--- src/rtl/drac_pkg.sv ---
// Shared types and defaults for the L1.5 request arbiter.
package drac_pkg;

  typedef enum logic {
    ARB_FIXED = 1'b0,
    ARB_RR    = 1'b1
  } arb_mode_e;

  localparam int unsigned DefaultStarveTh = 16;

endpackage

--- src/rtl/l15_arb_prio_sel.sv ---
// One-hot rotating priority selector: first set request at or after start_i wins.
module l15_arb_prio_sel #(
  parameter int unsigned N    = 6,
  parameter int unsigned IdxW = (N > 1) ? $clog2(N) : 1
) (
  input  logic [N-1:0]    req_i,
  input  logic [IdxW-1:0] start_i,
  output logic [N-1:0]    gnt_o,
  output logic [IdxW-1:0] idx_o
);

  logic [2*N-1:0] dbl;
  logic [N-1:0]   rot;
  logic [IdxW:0]  sum;
  logic           found;

  // Rotating the doubled vector puts the start port at bit 0.
  assign dbl = {req_i, req_i} >> start_i;
  assign rot = dbl[N-1:0];

  always_comb begin
    // NOTE: every output gets a default first so no path leaves it unassigned (no latch).
    idx_o = '0;
    gnt_o = '0;
    sum   = '0;
    found = 1'b0;
    for (int unsigned i = 0; i < N; i++) begin
      if (!found && rot[i]) begin
        found = 1'b1;
        sum   = {1'b0, start_i} + (IdxW+1)'(i);
        if (sum >= (IdxW+1)'(N)) sum = sum - (IdxW+1)'(N);
        idx_o = sum[IdxW-1:0];
        gnt_o = N'(1) << sum[IdxW-1:0];
      end
    end
  end

endmodule

--- src/rtl/l15_req_arbiter.sv ---
// N-port request arbiter feeding the single registered L1.5 request channel,
// with fixed or round-robin order plus per-port anti-starvation aging.
module l15_req_arbiter
  import drac_pkg::*;
#(
  parameter int unsigned NumPorts     = 6,
  parameter int unsigned PayloadWidth = 128,
  parameter arb_mode_e   ArbMode      = ARB_FIXED,
  parameter int unsigned StarveTh     = DefaultStarveTh,
  parameter int unsigned PortIdWidth  = (NumPorts > 1) ? $clog2(NumPorts) : 1
) (
  input  logic                             clk_i,
  input  logic                             rst_ni,
  input  logic                             arb_en_i,
  input  logic [NumPorts-1:0]              req_valid_i,
  output logic [NumPorts-1:0]              req_ready_o,
  input  logic [NumPorts*PayloadWidth-1:0] req_data_i,
  output logic                             out_valid_o,
  input  logic                             out_ready_i,
  output logic [PayloadWidth-1:0]          out_data_o,
  output logic [PortIdWidth-1:0]           out_portid_o,
  output logic                             starve_event_o
);

  localparam int unsigned    CntW = (StarveTh > 0) ? $clog2(StarveTh + 1) : 1;
  localparam logic [CntW-1:0] ThC = CntW'(StarveTh);

  logic [CntW-1:0]         cnt_q [NumPorts];
  logic [PayloadWidth-1:0] payload [NumPorts];
  logic [PortIdWidth-1:0]  ptr_q, rr_start, norm_start, urg_idx, norm_idx, gidx;
  logic [NumPorts-1:0]     eligible, urgent, urg_req, urg_gnt, norm_gnt, gnt;
  logic [NumPorts-1:0]     inc, hit_pre;
  logic                    slot_free, accept;

  for (genvar p = 0; p < NumPorts; p++) begin : g_payload
    assign payload[p] = req_data_i[p*PayloadWidth +: PayloadWidth];
  end

  assign slot_free = ~out_valid_o | out_ready_i;
  assign eligible  = req_valid_i & {NumPorts{arb_en_i & slot_free}};

  always_comb begin
    urgent  = '0;
    inc     = '0;
    hit_pre = '0;
    for (int unsigned p = 0; p < NumPorts; p++) begin
      urgent[p]  = (StarveTh > 0) && (cnt_q[p] == ThC);
      inc[p]     = accept && req_valid_i[p] && !gnt[p];
      hit_pre[p] = (StarveTh > 0) && inc[p] && (cnt_q[p] == ThC - CntW'(1));
    end
  end

  assign urg_req    = eligible & urgent;
  assign rr_start   = (ptr_q == PortIdWidth'(NumPorts - 1)) ? '0 : ptr_q + 1'b1;
  assign norm_start = (ArbMode == ARB_RR) ? rr_start : '0;

  l15_arb_prio_sel #(.N(NumPorts), .IdxW(PortIdWidth)) u_sel_urgent (
    .req_i   (urg_req),
    .start_i ('0),
    .gnt_o   (urg_gnt),
    .idx_o   (urg_idx)
  );

  l15_arb_prio_sel #(.N(NumPorts), .IdxW(PortIdWidth)) u_sel_normal (
    .req_i   (eligible),
    .start_i (norm_start),
    .gnt_o   (norm_gnt),
    .idx_o   (norm_idx)
  );

  assign gnt         = (|urg_req) ? urg_gnt : norm_gnt;
  assign gidx        = (|urg_req) ? urg_idx : norm_idx;
  assign req_ready_o = rst_ni ? gnt : '0;
  // gnt is a subset of req_valid_i, so any ready bit is an accept.
  assign accept      = |req_ready_o;

  always_ff @(posedge clk_i) begin
    // NOTE: sequential state uses non-blocking assignments so all registers update together.
    if (!rst_ni) begin
      out_valid_o    <= 1'b0;
      out_data_o     <= '0;
      out_portid_o   <= '0;
      starve_event_o <= 1'b0;
      ptr_q          <= PortIdWidth'(NumPorts - 1);
    end else begin
      starve_event_o <= |hit_pre;
      if (accept) begin
        out_valid_o  <= 1'b1;
        out_data_o   <= payload[gidx];
        out_portid_o <= gidx;
        if (ArbMode == ARB_RR) ptr_q <= gidx;
      end else if (out_ready_i) begin
        out_valid_o <= 1'b0;
      end
    end
  end

  always_ff @(posedge clk_i) begin
    // NOTE: the aging array is real control state, so every entry is reset (unlike a data RAM).
    if (!rst_ni) begin
      for (int unsigned p = 0; p < NumPorts; p++) cnt_q[p] <= '0;
    end else begin
      for (int unsigned p = 0; p < NumPorts; p++) begin
        if (StarveTh == 0 || !req_valid_i[p] || req_ready_o[p]) cnt_q[p] <= '0;
        else if (inc[p] && cnt_q[p] != ThC) cnt_q[p] <= cnt_q[p] + CntW'(1);
      end
    end
  end

endmodule

--- config.mk ---
export PLATFORM = sky130hd
export DESIGN_NAME = l15_req_arbiter
export DESIGN_NICKNAME = d
export VERILOG_FILES = /design/src/rtl/drac_pkg.sv /design/src/rtl/l15_arb_prio_sel.sv /design/src/rtl/l15_req_arbiter.sv
export SDC_FILE = /design/constraint.sdc
export NUM_CORES = 1
export LEC_CHECK = 0
export ABC_AREA = 1
export BUFFER_PORTS_ARGS = -buffer_cell sky130_fd_sc_hd__buf_2
export CORE_AREA = 5 5 358 360
export DETAILED_ROUTE_END_ITERATION = 8
export DIE_AREA = 0 0 363 365
export PLACE_DENSITY = 0.34
export SLEW_MARGIN = 5
export SYNTH_ARGS = -nofsm -noshare
export SYNTH_HDL_FRONTEND = slang
export SYNTH_HIERARCHICAL = 1
export SYNTH_SLANG_ARGS = --single-unit
export TNS_END_PERCENT = 5
--- constraint.sdc ---
create_clock -name clk_i -period 4.5 [get_ports clk_i]
set_input_delay 0.675 -clock clk_i [delete_from_list [all_inputs] [get_ports clk_i]]
set_output_delay 0.675 -clock clk_i [all_outputs]
set_load 0.005 [all_outputs]
### Word level (Yosys, flattened, before mapping)

Memory sizes are Yosys's and may differ from the RTL's.
Cells that the tools add are included.

| operators by class | value |
|---|---|
| order comparisons | 1 |
| eq/ne operators | 18 |
| add/sub/neg operators | 6 |
| shifts and indexed selects | 12 |
| bitwise logic cells | 18 |
| muxes and demuxes | 109 |
| reductions and logical operators | 66 |

Operator list:

| operator | count |
|---|---|
| $bmux 128 s3 | 1 |
| $mux 128 | 2 |
| $mux 6 | 14 |
| $mux 3 | 25 |
| $shl 1x3->6 const A | 12 |
| $mux 5 | 12 |
| $mux 1 | 55 |
| $logic_and 1x1->1 | 34 |
| $add 5x1->5 const B | 6 |
| $eq 5x4->1 const B | 6 |
| $eq 5x5->1 const B | 6 |
| $ne 5x5->1 const B | 6 |
| $logic_not 1->1 | 22 |
| $reduce_or 6->1 | 3 |
| $or 1x1->1 | 13 |
| $and 6x6->6 | 2 |
| $logic_or 1x1->1 | 6 |
| $ge 4x4->1 const B | 1 |
| $not 3->4 | 1 |
| $reduce_bool 2->1 | 1 |
| $and 1x1->1 | 1 |
| $not 1->1 | 1 |

| word-level totals | value |
|---|---|
| memories kept | 1 |
| output and inout port bits | 139 |
| memory bits (writable) | 30 |
| input port bits | 778 |
| word-level logic and storage cells | 235 |
| register bits after elaboration | 133 |

Memory list:

| memory | depth | bits a word | read ports | clocked after memory_dff | wr ports | line | source |
|---|---|---|---|---|---|---|---|
| cnt_q | 6 | 5 | 6 | 0 | 6 | l15_req_arbiter.sv:28 | `logic [CntW-1:0] cnt_q [NumPorts];` |

### Logic depth before layout (Yosys ltp)

Gate-level depths: netlist of run 1.

| logic depth | value |
|---|---|
| depth in word-level cells | 34 |
| depth in mapped cells | 30 |
| mapped depth without buffers | 28 |

### Hierarchy

The synthesis of run 1 kept the hierarchy.

By module, submodules not included:

| module | cells an instance | instances | area each (um2) | sequential area each (um2) |
|---|---|---|---|---|
| l15_req_arbiter | 2962 | 1 | 15389.8 | 3563.4 |
| l15_arb_prio_sel | 265 | 2 | 1380.1 | 0.0 |

### Least setup slack after synthesis of run 1

No wires, ideal clock.

| timing path | value |
|---|---|
| path kind | in2reg |
| start | input out_ready_i |
| end | memory cnt_q[0][25] in the netlist's numbering, enable pin |
| data required time | 4187 ps |
| cell stages on the path | 22 |
| arrival time | 2928 ps |
| buffers on the path | 2 |
| library setup time | 313 ps |
| path slack | 1259 ps |
| path through | inv_2 nand2_2 nand3_1 nor2_2 nand2_4 nand3_2 nand2_2 nor2_1 a21oi_1 nor2_2 nand4_1 nand3_1 inv_1 nand2_1 nand3_1 nand2_1 nor2_8 nand2_4 buf_6 buf_6 nand3_2 nand2_1 |

RTL lines:

| element | line | source |
|---|---|---|
| start: declaration | l15_req_arbiter.sv:19 | `input logic out_ready_i,` |
| end: declaration | l15_req_arbiter.sv:28 |  |

==> results of run 1 <==
-- layer usage --
layer  vias to the layer above  global-route usage, %
li1                      12308                      -
met1                     11382                   22.0
met2                       853                   30.5
met3                       130                   3.94
met4                        20                   3.61
met5                         -                      0
-- layout make-up --
| cell class | count | share of cell area, % |
|---|---|---|
| multi-input combinational | 2607 | 45.8 |
| timing repair buffer | 988 | 21.2 |
| sequential | 163 | 14.1 |
| inverter | 548 | 8.20 |
| tap | 1650 | 8.15 |
| clock buffer | 19 | 1.79 |
| clock inverter | 13 | 0.573 |
| antenna | 21 | 0.207 |
-- power groups by stage --
stage	logic, mW	registers, mW	clock network (mW)
2_1_floorplan	5.74	2.32	0
3_3_place_gp	9.54	2.31	0
3_5_place_dp	9.48	2.31	0
4_1_cts	9.53	2.29	1.75
5_1_grt	10.5	2.34	1.77
6_report	9.39	2.29	1.66
-- through the flow --
step	hold WS [ps]	instance area (sq um)
5_1_grt	531	25300
4_1_cts	482	25300
6_report	508	25300
3_3_place_gp	491	24700
2_1_floorplan	501	18300
3_5_place_dp	493	24700
-- kinds of logic after synthesis --
| group | after synthesis | share of synthesized area [%] |
|---|---|---|
| buf+inv | 753 | 17.4 |
| xor+xnor | 13 | 0.627 |
| simple gates | 2159 | 49.6 |
| other cells | 1 | 0.0207 |
| compound gates | 367 | 10.3 |
| fa+ha+maj | 36 | 2.48 |
| flops | 163 | 19.6 |
-- how the worst min path moves through the flow --
| stage | from | to | slack (ps) | cells after the start |
|---|---|---|---|---|
| after floorplan | out_data_o[10] | out_data_o[10] | 500 | 2 |
| after global placement | out_data_o[19] | out_data_o[19] | 490 | 2 |
| after detailed placement | out_data_o[34] | out_data_o[34] | 490 | 2 |
| after CTS | req_data_i[692] | out_data_o[52] | 480 | 5 |
| after global routing | out_data_o[34] | out_data_o[34] | 530 | 2 |
| final | out_data_o[44] | out_data_o[44] | 510 | 2 |
-- layout by cell type (no fill, tap or decap), types with 8 or more instances in the layout --
cell type     n
buf_12       20
clkbuf_16    17
conb_1       32
inv_2        13
ha_1         36
diode_2      21
nand2_2      18
edfxtp_1     30
buf_2       915
clkinv_1     27
inv_1       501
nand2_4       8
o21ai_0     124
nand2_1    1092
dfxtp_1     133
nor2_2       14
a21oi_1      97
o21ai_1     136
buf_4        53
nor2_1      592
nand3_2      11
nand3_1     365
nand4_1      29
-- registers in the layout (all words and copies together) (netlist names) --
name,flops
out_portid_o,3
out_data_o,128
starve_event_o,1
cnt_q,30
out_valid_o,1
-- critical path, cell delays in order, from the launching register on --
cell and delay (ps):
edfxtp_1 440, inv_1 90, ha_1 170, nand3_1 220, nor2_2 310, nand2_1 110
nand3_1 110, nand2_1 80, nand2_1 70, nand2_2 100, nand2_1 120, nor2_2 50
nand2_2 130, nor2_1 60, nor2_1 90, nand3_1 110, nand2_1 180, nand2_8 150
inv_6 240, buf_4 240, nand3_1 320, nand2_1 190, inv_2 50, nor2_1 250
nor2_1 70, nor2_1 80
==> impl_metrics.toml, run 1 <==
[synthesis]
async_flop_share_pct = 0
yosysUniqueCellTypes = 38
synth.top_cells.by_area = "nand2_1, dfxtp_1, nor2_1, inv_1, nand3_1"
yosysWarnings = 6
synth_cells = 3492
syn_area_sq_mm = 0.0181
avgSynthCellArea_sq_um = 5.20
yosys_most_used_dff = "dfxtp_1"
synth_common_cells = "nand2_1, nor2_1, inv_1"
synth_top_area_share_pct = 22.6
yosysMostFrequentCell = "nand2_1"
yosysTopAreaCell = "nand2_1"
synth_edf_count = 30
ys_seq_elements = 163
ys_seq_area_share_pct = 19.6

[power_and_ir_drop]
vdd_ir_drop_max_mv = 0.393
power.switching_mw = 7.50
sw_frac_of_total_pct = 56.2
p_comb_share_pct = 70.4
seqPwrFrac_pct = 17.2
intPower_mw = 5.83
p_total_mw = 13.3
power_density_mw_per_mm2 = 526
clock_power_share_pct = 12.4
p_leak_nw = 14.3

[setup_path]
reg2reg_slack_ps = 370
worstPathMaxFanout = 15
path_class = "register to register"
reg2reg_from = "cnt_q[0][0]"
cp.arrival_ps = 4550
cp-endpoint = "out_data_o[0]"
ff2ff_path_depth = 25
cp-startpoint = "cnt_q[0][0]"
critPathLaunchType = "register"
worstPathRequired_ps = 4930
reg2reg_to = "out_data_o[0]"
end_kind = "register"

[sta]
max_freq_ghz = 0.242
hold_viol_final = 0
min_period_ps = 4130
fin_crit_sh_pct = 91.7
worst_slack_ps = 373
report.final.slew_viol_count = 0
setup_violations = 0
skew_ps = 41.4
rsz0062_at_grt = "no"
tns_ps = 0
slew_headroom_pct = 40.1
worstMarginPinSlew_ps = 899

[clock_tree]
clockBufferDepth = 2
clk_latency_ps = 530
cts_resized = 0
cts_max_level = 4
post_cts.repair.setup_buffers = 0
path_clk_slew_ps = 70
numCtsBuffers = 17
cts.sinks = 163
cts_root_buf = "clkbuf_16"
holdBufCountCts = 0
cts_tree = "done"

[cells_and_area]
fillers = 14874
ff_latch_area_sq_mm = 0.00356
stdcell_count = 6009
multi_input_comb_area_sq_mm = 0.0116
fin_util_pct = 20.3
drive_above_1_share_pct = 25.7
syn_to_final_growth_pct = 39.6
layout.nets = 5139

[floorplan]
die-area_sq_mm = 0.132
coreArea_sq_mm = 0.125
die_width_um = 363
die_y_um = 365
start_util_pct = 14.5
boundaryPins = 917
rows = 130

[route]
via_count = 24693
wl_met3_um = 7590
met1_length_um = 52700
drc_errors = 0
drt_iter0_markers = 1524
ant_nets = 0
drtPass1Iterations = 5
met2_length_um = 59600
wl_per_cell_um = 20.4
wirelength_um = 122000
highest-signal-layer = "met5"
viasPerCell = 4.11

[placed_design]
port_buffers = 916
dp_hpwl_um = 99800
dp_worst_setup_slack_ps = 253
place_inst = 5956
place.gp.congestion = 0.902

[grt]
grt_usage_pct = 17.5
grt_max_degree = 116
grt_pass1_vias = 23584
globalRouteOverflowTotal = 0
grt_pass1_wl_um = 169000
antenna_found_initial = 63

[outcome]
status = "completed"

[flow_run]
drv_cap = 0

[hold_path]
worstHoldPathType = "register to register"
No activity file was read; power rests on OpenSTA's default activity.
==> run 2, diff against run 1 <==
Settings changed: PLACE_DENSITY 0.34 to not set, PLACE_DENSITY_LB_ADDON set to 0.05.
==> impl_metrics.toml, run 2 (synthesis gave the netlist of run 1 again) <==
[outcome]
status = "completed"

[sta]
skew_ps = 17.0
rsz0062_at_grt = "no"
min_period_ps = 4010
max_freq_ghz = 0.249
fin_crit_sh_pct = 89.1
report.final.slew_viol_count = 0
worstMarginPinSlew_ps = 709
hold_viol_final = 0
worst_slack_ps = 489
slew_headroom_pct = 52.7
tns_ps = 0
setup_violations = 0
whs_ps = 517

[setup_path]
cp.buffers_inverters = 5
crit_slowest_cell = "edfxtp_1"
cpMostUsedCell = "nand2_1"
worstPathCellList = "inv_1 -> ha_1 -> nand3_1 -> nor2_2 -> nand2_1 -> nand3_1 -> nand2_1 -> nand2_1 -> nand2_2 -> inv_1 -> nor2_2 -> nand2_2 -> nor2_1 -> nor2_1 -> nand3_1 -> nand2_1 -> nand2_8 -> buf_12 -> buf_4 -> nand2_1 -> a21oi_2 -> buf_4 -> nor2_1 -> nor2_1"
cp-startpoint = "cnt_q[0][10]"
worstPathRequired_ps = 4960
critPathLaunchType = "register"
worstPathMaxFanout = 71
max_stage_delay_ps = 400
end_kind = "register"
cp.arrival_ps = 4470
crit_family = "simple AND/OR/NAND/NOR gates"
path_class = "register to register"
reg2reg_from = "cnt_q[0][10]"

[floorplan]
die-area_sq_mm = 0.132
coreArea_sq_mm = 0.125
boundaryPins = 917
die_width_um = 363
rows = 130
die_y_um = 365
start_util_pct = 14.5

[placed_design]
dp_hpwl_um = 121000
port_buffers = 916
dp_worst_setup_slack_ps = -25.7
place_area_sq_mm = 0.0247
place.gp.congestion = 0.889
place_inst = 5958

[grt]
globalRouteOverflowTotal = 0
antenna_found_initial = 106
grt_pass1_wl_um = 193000
grt_usage_pct = 20.7
grt_pass1_vias = 24558
grt_max_degree = 81

[power_and_ir_drop]
p_leak_nw = 14.4
power_density_mw_per_mm2 = 550
vdd_ir_drop_max_mv = 0.265
p_total_mw = 14.0

[flow_run]
drv_cap = 0

[route]
drtPass1Iterations = 5
viasPerCell = 4.12
ant_nets = 0
via_count = 24816
wl_per_cell_um = 23.8
drc_errors = 0
drt_iter0_markers = 1533
wirelength_um = 144000

[clock_tree]
post_cts.repair.setup_buffers = 0
cts_root_buf = "clkbuf_16"
path_clk_slew_ps = 80
clockBufferDepth = 2
numCtsBuffers = 17
cts.sinks = 163
clk_latency_ps = 520
cts_max_level = 4
cts_tree = "done"
holdBufCountCts = 0

[cells_and_area]
syn_to_final_growth_pct = 40.1
stdcell_count = 6026
reg.largest.list = "out_data_o: 128 flops, cnt_q: 30 flops, out_portid_o: 3 flops"
regMostFlops = "out_data_o"
layout_commonest_cell = "nand2_1"
drive_above_1_share_pct = 25.8
final_area_sq_mm = 0.0254
layout.nets = 5141
largest_register_ffs = 128
final_cell_mix = "nand2_1, buf_2, nor2_1"
fin_util_pct = 20.4

[hold_path]
worstHoldPathType = "register to register"
hp-start = "out_data_o[12]"
## run 2: cell types whose count changed in the layout (fill, tap and decap cells not counted), sizes merged
| cell | previous run | this run |
|---|---|---|
| buf | 988 | 990 |
| diode | 21 | 36 |
| clkinv | 31 | 30 |
| clkbuf | 19 | 20 |
## run 2: final cells by class
cell class              count  area, sq um
diodes                     36         90.1
clock buffers              20          460
clock inverters            12          145
fillers                 14995        99300
inverters                 548         2080
multi-input cells        2607        11600
flip-flops and latches    163         3560
well taps                1650         2060
repair buffers            990         5420
## run 2: worst min-delay path, cell delays in order, from the launching register on
cell and delay [ps]:
dfxtp_1 320, o21ai_1 70, nor2_1 90
## run 2: per-layer routing
metal | share of wire (%) | track usage (%) | wire length (um)
met1 | 43 | 26.0 | 61800
met2 | 49 | 36.0 | 70000
met3 | 5.3 | 4.44 | 7600
met4 | 2.7 | 5.12 | 3940
met5 | 0.15 | 0 | 211
## run 2: worst paths after layout
path	to	slack, ps	cells after the start
worst max-delay path	out_data_o[15]	490	24
worst min-delay path	out_data_o[12]	520	2
worst max register to register	out_data_o[15]	490	24
worst min register to register	out_data_o[12]	520	2
## run 2: power breakdown
part | total, mW | internal (mW) | switching (mW) | leakage [nW]
Sequential | 2.33 | 2.02 | 0.311 | 1.44
Clock | 1.68 | 0.867 | 0.814 | 0.299
Combinational | 9.97 | 3.06 | 6.92 | 12.6
## run 2: timing repair
action                                 4_1_cts  5_1_grt
setup endpoints to repair                    0        3
endpoints found under the hold margin        0        0
resized for setup                            0        3
